$ cat config.mk
export PLATFORM = sky130hd
export DESIGN_NAME = serial_nibble_adder
export DESIGN_NICKNAME = d
export VERILOG_FILES = /design/src/rtl/serial_nibble_adder.sv
export SDC_FILE = /design/constraint.sdc
export NUM_CORES = 1
export LEC_CHECK = 0
export BUFFER_PORTS_ARGS = -buffer_cell sky130_fd_sc_hd__buf_2
export CELL_PAD_IN_SITES_DETAIL_PLACEMENT = 1
export CELL_PAD_IN_SITES_GLOBAL_PLACEMENT = 2
export CORE_MARGIN = 5
export CORE_UTILIZATION = 30
export DETAILED_ROUTE_END_ITERATION = 8
export PLACE_DENSITY = 0.72
export SLEW_MARGIN = 15
export SYNTH_ARGS = -nofsm -noshare
export SYNTH_HDL_FRONTEND = slang
export SYNTH_HIERARCHICAL = 1
export SYNTH_SLANG_ARGS = --single-unit
export TNS_END_PERCENT = 20
$ cat constraint.sdc
create_clock -name clk -period 2.8 [get_ports clk]
set_input_delay 0.14 -clock clk [delete_from_list [all_inputs] [get_ports clk]]
set_output_delay 0.14 -clock clk [all_outputs]
set_load 0.01 [all_outputs]
$ cat src/rtl/serial_nibble_adder.sv
// ============================================================================
// Module   : serial_nibble_adder (with adder_4bit slice)
// Brief    : Wide adder that sums one 4-bit slice per clock, LSB nibble first.
// Revision : 1.0 - initial release
// ============================================================================
`default_nettype none

module adder_4bit (
    input  logic [3:0] a_i,
    input  logic [3:0] b_i,
    output logic [3:0] sum_o,
    output logic       cout_o
);

    assign {cout_o, sum_o} = {1'b0, a_i} + {1'b0, b_i};

endmodule

module serial_nibble_adder #(
    parameter int NIBBLES = 4
) (
    input  logic                 clk,
    input  logic                 rst,
    input  logic                 start,
    input  logic [4*NIBBLES-1:0] op_a,
    input  logic [4*NIBBLES-1:0] op_b,
    output logic                 busy,
    output logic                 done,
    output logic [4*NIBBLES-1:0] result,
    output logic                 carry_out
);

    localparam int W    = 4 * NIBBLES;
    localparam int IDXW = (NIBBLES > 1) ? $clog2(NIBBLES) : 1;
    localparam logic [IDXW-1:0] LAST_IDX = IDXW'(NIBBLES - 1);

    typedef enum logic [1:0] {
        IDLE = 2'd0,
        ADD  = 2'd1,
        DONE = 2'd2
    } state_t;

    state_t          state_q, state_d;
    logic [W-1:0]    a_q, a_d;
    logic [W-1:0]    b_q, b_d;
    logic [W-1:0]    res_q, res_d;
    logic            carry_q, carry_d;
    logic            cout_q, cout_d;
    logic [IDXW-1:0] idx_q, idx_d;

    logic [3:0]      w_a_nib;
    logic [3:0]      w_b_nib;
    logic [3:0]      w_s1;
    logic [3:0]      w_s2;
    logic            w_c1;
    logic            w_c2;

    assign w_a_nib = a_q[{idx_q, 2'b00} +: 4];
    assign w_b_nib = b_q[{idx_q, 2'b00} +: 4];

    // Operand slice first, then the stored inter-nibble carry is injected.
    adder_4bit u_add_ops (
        .a_i    (w_a_nib),
        .b_i    (w_b_nib),
        .sum_o  (w_s1),
        .cout_o (w_c1)
    );

    adder_4bit u_add_carry (
        .a_i    (w_s1),
        .b_i    ({3'b000, carry_q}),
        .sum_o  (w_s2),
        .cout_o (w_c2)
    );

    always_comb begin
        state_d = state_q;
        a_d     = a_q;
        b_d     = b_q;
        res_d   = res_q;
        carry_d = carry_q;
        cout_d  = cout_q;
        idx_d   = idx_q;
        case (state_q)
            IDLE, DONE: begin
                if (start) begin
                    a_d     = op_a;
                    b_d     = op_b;
                    res_d   = '0;
                    carry_d = 1'b0;
                    cout_d  = 1'b0;
                    idx_d   = '0;
                    state_d = ADD;
                end else begin
                    state_d = IDLE;
                end
            end
            ADD: begin
                res_d[{idx_q, 2'b00} +: 4] = w_s2;
                carry_d = w_c1 | w_c2;
                idx_d   = idx_q + 1'b1;
                if (idx_q == LAST_IDX) begin
                    cout_d  = w_c1 | w_c2;
                    idx_d   = '0;
                    state_d = DONE;
                end
            end
            default: state_d = IDLE;
        endcase
    end

    always_ff @(posedge clk) begin
        if (rst) begin
            state_q <= IDLE;
            a_q     <= '0;
            b_q     <= '0;
            res_q   <= '0;
            carry_q <= 1'b0;
            cout_q  <= 1'b0;
            idx_q   <= '0;
        end else begin
            state_q <= state_d;
            a_q     <= a_d;
            b_q     <= b_d;
            res_q   <= res_d;
            carry_q <= carry_d;
            cout_q  <= cout_d;
            idx_q   <= idx_d;
        end
    end

    assign busy      = (state_q == ADD);
    assign done      = (state_q == DONE);
    assign result    = res_q;
    assign carry_out = cout_q;

endmodule

`default_nettype wire

==> reports/metrics.csv <==
metric,value,unit
standard-cell row count,33,
CP max stage cell,sky130_fd_sc_hd__mux4_2,
multi-input logic area,1410,um2
cell with the most instances on the worst path,sky130_fd_sc_hd__inv_2,
worst slew margin relative to its limit,52.3,%
Antenna Nets Post-Route,0,
cts bufs inserted,5,
fraction of layout cells with a size suffix above 1,31.6,%
number of remaining DRC errors,0,
starting density of the core,31.0,%
Critical Path Fanout Max,6,
worst setup slack after layout,-0.0363,ns
cell area after synthesis,2570,um2
power per unit of standard cell area,526,nW/um2
critical hold path startpoint,op_a[2],
library cells used by synthesis,35,
Synthesis Warnings,6,
area share of the largest cell type after synthesis,42.1,%
"Req. time, crit path",3.01,ns
Post-CTS Setup Bufs,0,
reg2reg start,idx_q[0]$_SDFFE_PP0P_,
CP startpoint,idx_q[0]$_SDFFE_PP0P_,
minimum period implied by the final worst setup slack,2.84,ns
Area contributors post-synth,"sky130_fd_sc_hd__dfxtp_1 42%, sky130_fd_sc_hd__nand2_1 9.8%, sky130_fd_sc_hd__a21oi_1 7.4%, sky130_fd_sc_hd__mux4_2 7.0%, sky130_fd_sc_hd__ha_1 6.8%",
total via count in the routed design,2104,
number of global-route vias before repair,2133,
count of buffers inserted at the top-level ports,53,
post-synthesis cell count,275,
Max Root-Sink Buffers,2,
final cell count without fillers,440,
unrepaired setup endpoints after global routing,yes,
source-to-sink clock delay at the later pin of the worst-skew pair,0.30,ns
Min-Delay Path Class,in2reg,
endpoints failing setup,5,
DRC violation total after the first TritonRoute iteration,54,
maximum ir drop on the vdd rail,0.000214,V
number of primary I/O pins,54,
post-synthesis cell type with the largest combined area,sky130_fd_sc_hd__dfxtp_1,
TritonCTS clock tree,yes,
syn avg cell area,9.35,um2
arrival time reported for the critical path endpoint,3.04,ns
Core Box Area,8300,um2
placed inst area,3030,um2
share of flip-flops with an asynchronous set or reset,0,%
final-report max-slew violation count,0,
endpoint of the worst register-to-register path,result[10]$_SDFFE_PP0P_,
fill cell total of the finished layout,985,
number of violations of the max-capacitance limit,0,
maximum number of pins on one net before global-route repair,33,
global-route usage over all layers,12.6,%
P&R area growth vs syn,22.9,%
antenna cell count,0,
Final Net Count,385,
chip width,103,um
Avg Vias per Cell,4.78,
wire length after detailed routing,6460,um
cell-by-cell listing of the critical path,mux4_2 > ha_4 > inv_2 > fa_1 > inv_2 > buf_6 > inv_2 > fa_2 > xnor2_2 > nor2b_4 > a22o_1,
chip height,103,um
Setup Skew,0.00548,ns
wire length of the first global-routing pass,10500,um
capturing instance or port of the critical path,result[10]$_SDFFE_PP0P_,
largest stage delay on the critical path,0.54,ns
pin slew with the least headroom to its limit,0.716,ns
leading register cell type out of synthesis,sky130_fd_sc_hd__dfxtp_1,
slack of the worst reg-to-reg path,-0.04,ns
number of endpoints with negative hold slack in the final report,0,
kind of capture point of the worst setup path,flip-flop,
per-cell routed wire length,14.7,um
post-synthesis register bit count,54,
Final HPWL DP,5010,um
violated checks,negative setup slack,
part of the Yosys area used for sequential elements,42.1,%
fraction of the core area covered by cells at the end of the flow,38.1,%
minimum hold slack,0.0599,ns
Die Footprint,10500,um2
Fmax achieved,353,MHz
Critical Path Source Type,flip-flop,
clock-pin slew reported for the worst setup and hold paths after clock tree synthesis,0.10,ns
result of the run,"finished, violations left",
number of antenna violations at the first check in global routing,1,
dominant cell by count in the synthesized netlist,sky130_fd_sc_hd__nand2_1,
final weighted congestion of routability-driven global placement,0.752,
leakage power,1.32,nW
count of flip-flops with a built-in enable after synthesis,0,
Post-Place Cells,433,
start-to-end type of the worst setup path,reg2reg,
maximum level of the CTS H-tree,2,
clock sink count,54,
Post-CTS Hold Fix Bufs,0,
FF+latch area,1080,um2
ratio of final minimum period to clock period,101,%
total non-filler cell area in the finished layout,3160,um2
Synth top cells by count,"67 x sky130_fd_sc_hd__nand2_1, 54 x sky130_fd_sc_hd__dfxtp_1, 38 x sky130_fd_sc_hd__a21oi_1",
Root Buffer,sky130_fd_sc_hd__clkbuf_8,
depth of the worst register-to-register path,11,
iteration count of the initial detailed-routing pass,4,
grt total ovfl,0,
through the flow:
step           TNS, ns  setup slack (ns)  power, W
2_1_floorplan  -0.0439           -0.0276   0.00107
3_3_place_gp    -0.101           -0.0553   0.00117
3_5_place_dp    -0.435           -0.0830   0.00118
4_1_cts         -0.286           -0.0436   0.00168
5_1_grt         -0.901            -0.115   0.00175
6_report        -0.132           -0.0363   0.00166
placed cells by master, fill, tap and decap left out, types with 5 or more instances in the layout:
cell type                  netlist  routed
sky130_fd_sc_hd__nor2_1          5       5
sky130_fd_sc_hd__buf_4           2      10
sky130_fd_sc_hd__buf_2           7      53
sky130_fd_sc_hd__nand3_1         6       6
sky130_fd_sc_hd__inv_1          11       7
sky130_fd_sc_hd__nand2_1        67      67
sky130_fd_sc_hd__a21oi_1        38      38
sky130_fd_sc_hd__ha_1           14      13
sky130_fd_sc_hd__mux4_2          8       8
sky130_fd_sc_hd__nand2b_1        5       5
sky130_fd_sc_hd__a22o_1         12      12
sky130_fd_sc_hd__clkbuf_8        0       7
sky130_fd_sc_hd__dfxtp_1        54      53
registers in the layout, summed over array words and instances, names as in the netlist:
register	flops
a_q	16
state_q	2
carry_q	1
result	16
carry_out	1
idx_q	2
b_q	16
critical path: cells and delay by family, from the launching register on:
kind / cells / cell delay (ns)
xor gates and xnor gates: 1 / 0.16
DFF: 1 / 0.41
AOI/OAI and AO/OA: 1 / 0.25
buffers and inverters: 4 / 0.25
and+or+nand+nor: 1 / 0.13
adders and majority gates: 3 / 1.01
muxes: 1 / 0.54
power by group:
| group | total [W] | internal [W] | switching [W] |
|---|---|---|---|
| clock | 0.000495 | 0.000228 | 0.000267 |
| combinational | 0.000339 | 0.000158 | 0.000181 |
| sequential | 0.000826 | 0.000804 | 0.0000228 |
| total | 0.00166 | 0.00119 | 0.000471 |
layout make-up:
class                   instances  share of cell area [%]
clock buffers                   7                    3.05
repair buffers                 65                    11.8
flip-flops and latches         54                    34.4
multi-input cells             196                    44.7
well taps                     105                    4.16
inverters                      12                    1.66
clock inverters                 1                   0.277
worst min-delay path by stage:
stage	endpoint	slack, ns	cells past startpoint
after global routing	b_q[4]$_SDFFE_PP0P_	0.06	3
after floorplan	a_q[0]$_SDFFE_PP0P_	0.28	2
after detailed placement	a_q[2]$_SDFFE_PP0P_	0.39	3
after global placement	a_q[14]$_SDFFE_PP0P_	0.38	3
after CTS	a_q[2]$_SDFFE_PP0P_	0.06	3
final	a_q[2]$_SDFFE_PP0P_	0.06	3
logic make-up (layout without fill, tap and decap cells):
logic type	count (synthesis)	in the layout	synth area share (%)
buffers and inverters	28	85	5.31
DFF	54	54	42.1
adders and majority gates	16	16	8.37
muxes	9	9	7.59
and+or+nand+nor	100	100	18.3
AOI/OAI and AO/OA	63	63	16.8
xor gates and xnor gates	4	4	1.36
other	1	4	0.146
routing by layer:
| layer | routed length, um | up-vias | share of wire (%) | global-route usage (%) |
|---|---|---|---|---|
| met5 | 20 | - | 0.31 | 0 |
| met2 | 3110 | 43 | 48 | 21.4 |
| met1 | 2910 | 1000 | 45 | 16.1 |
| li1 | - | 1055 | - | - |
| met4 | 27 | 2 | 0.42 | 2.12 |
| met3 | 392 | 4 | 6.1 | 3.72 |
timing repair:
item,in CTS,in global routing
pin swaps,4,10
gates resized for setup,3,7
setup endpoints to repair,11,12
cloned,0,0
(Power assumes the default switching activity.)
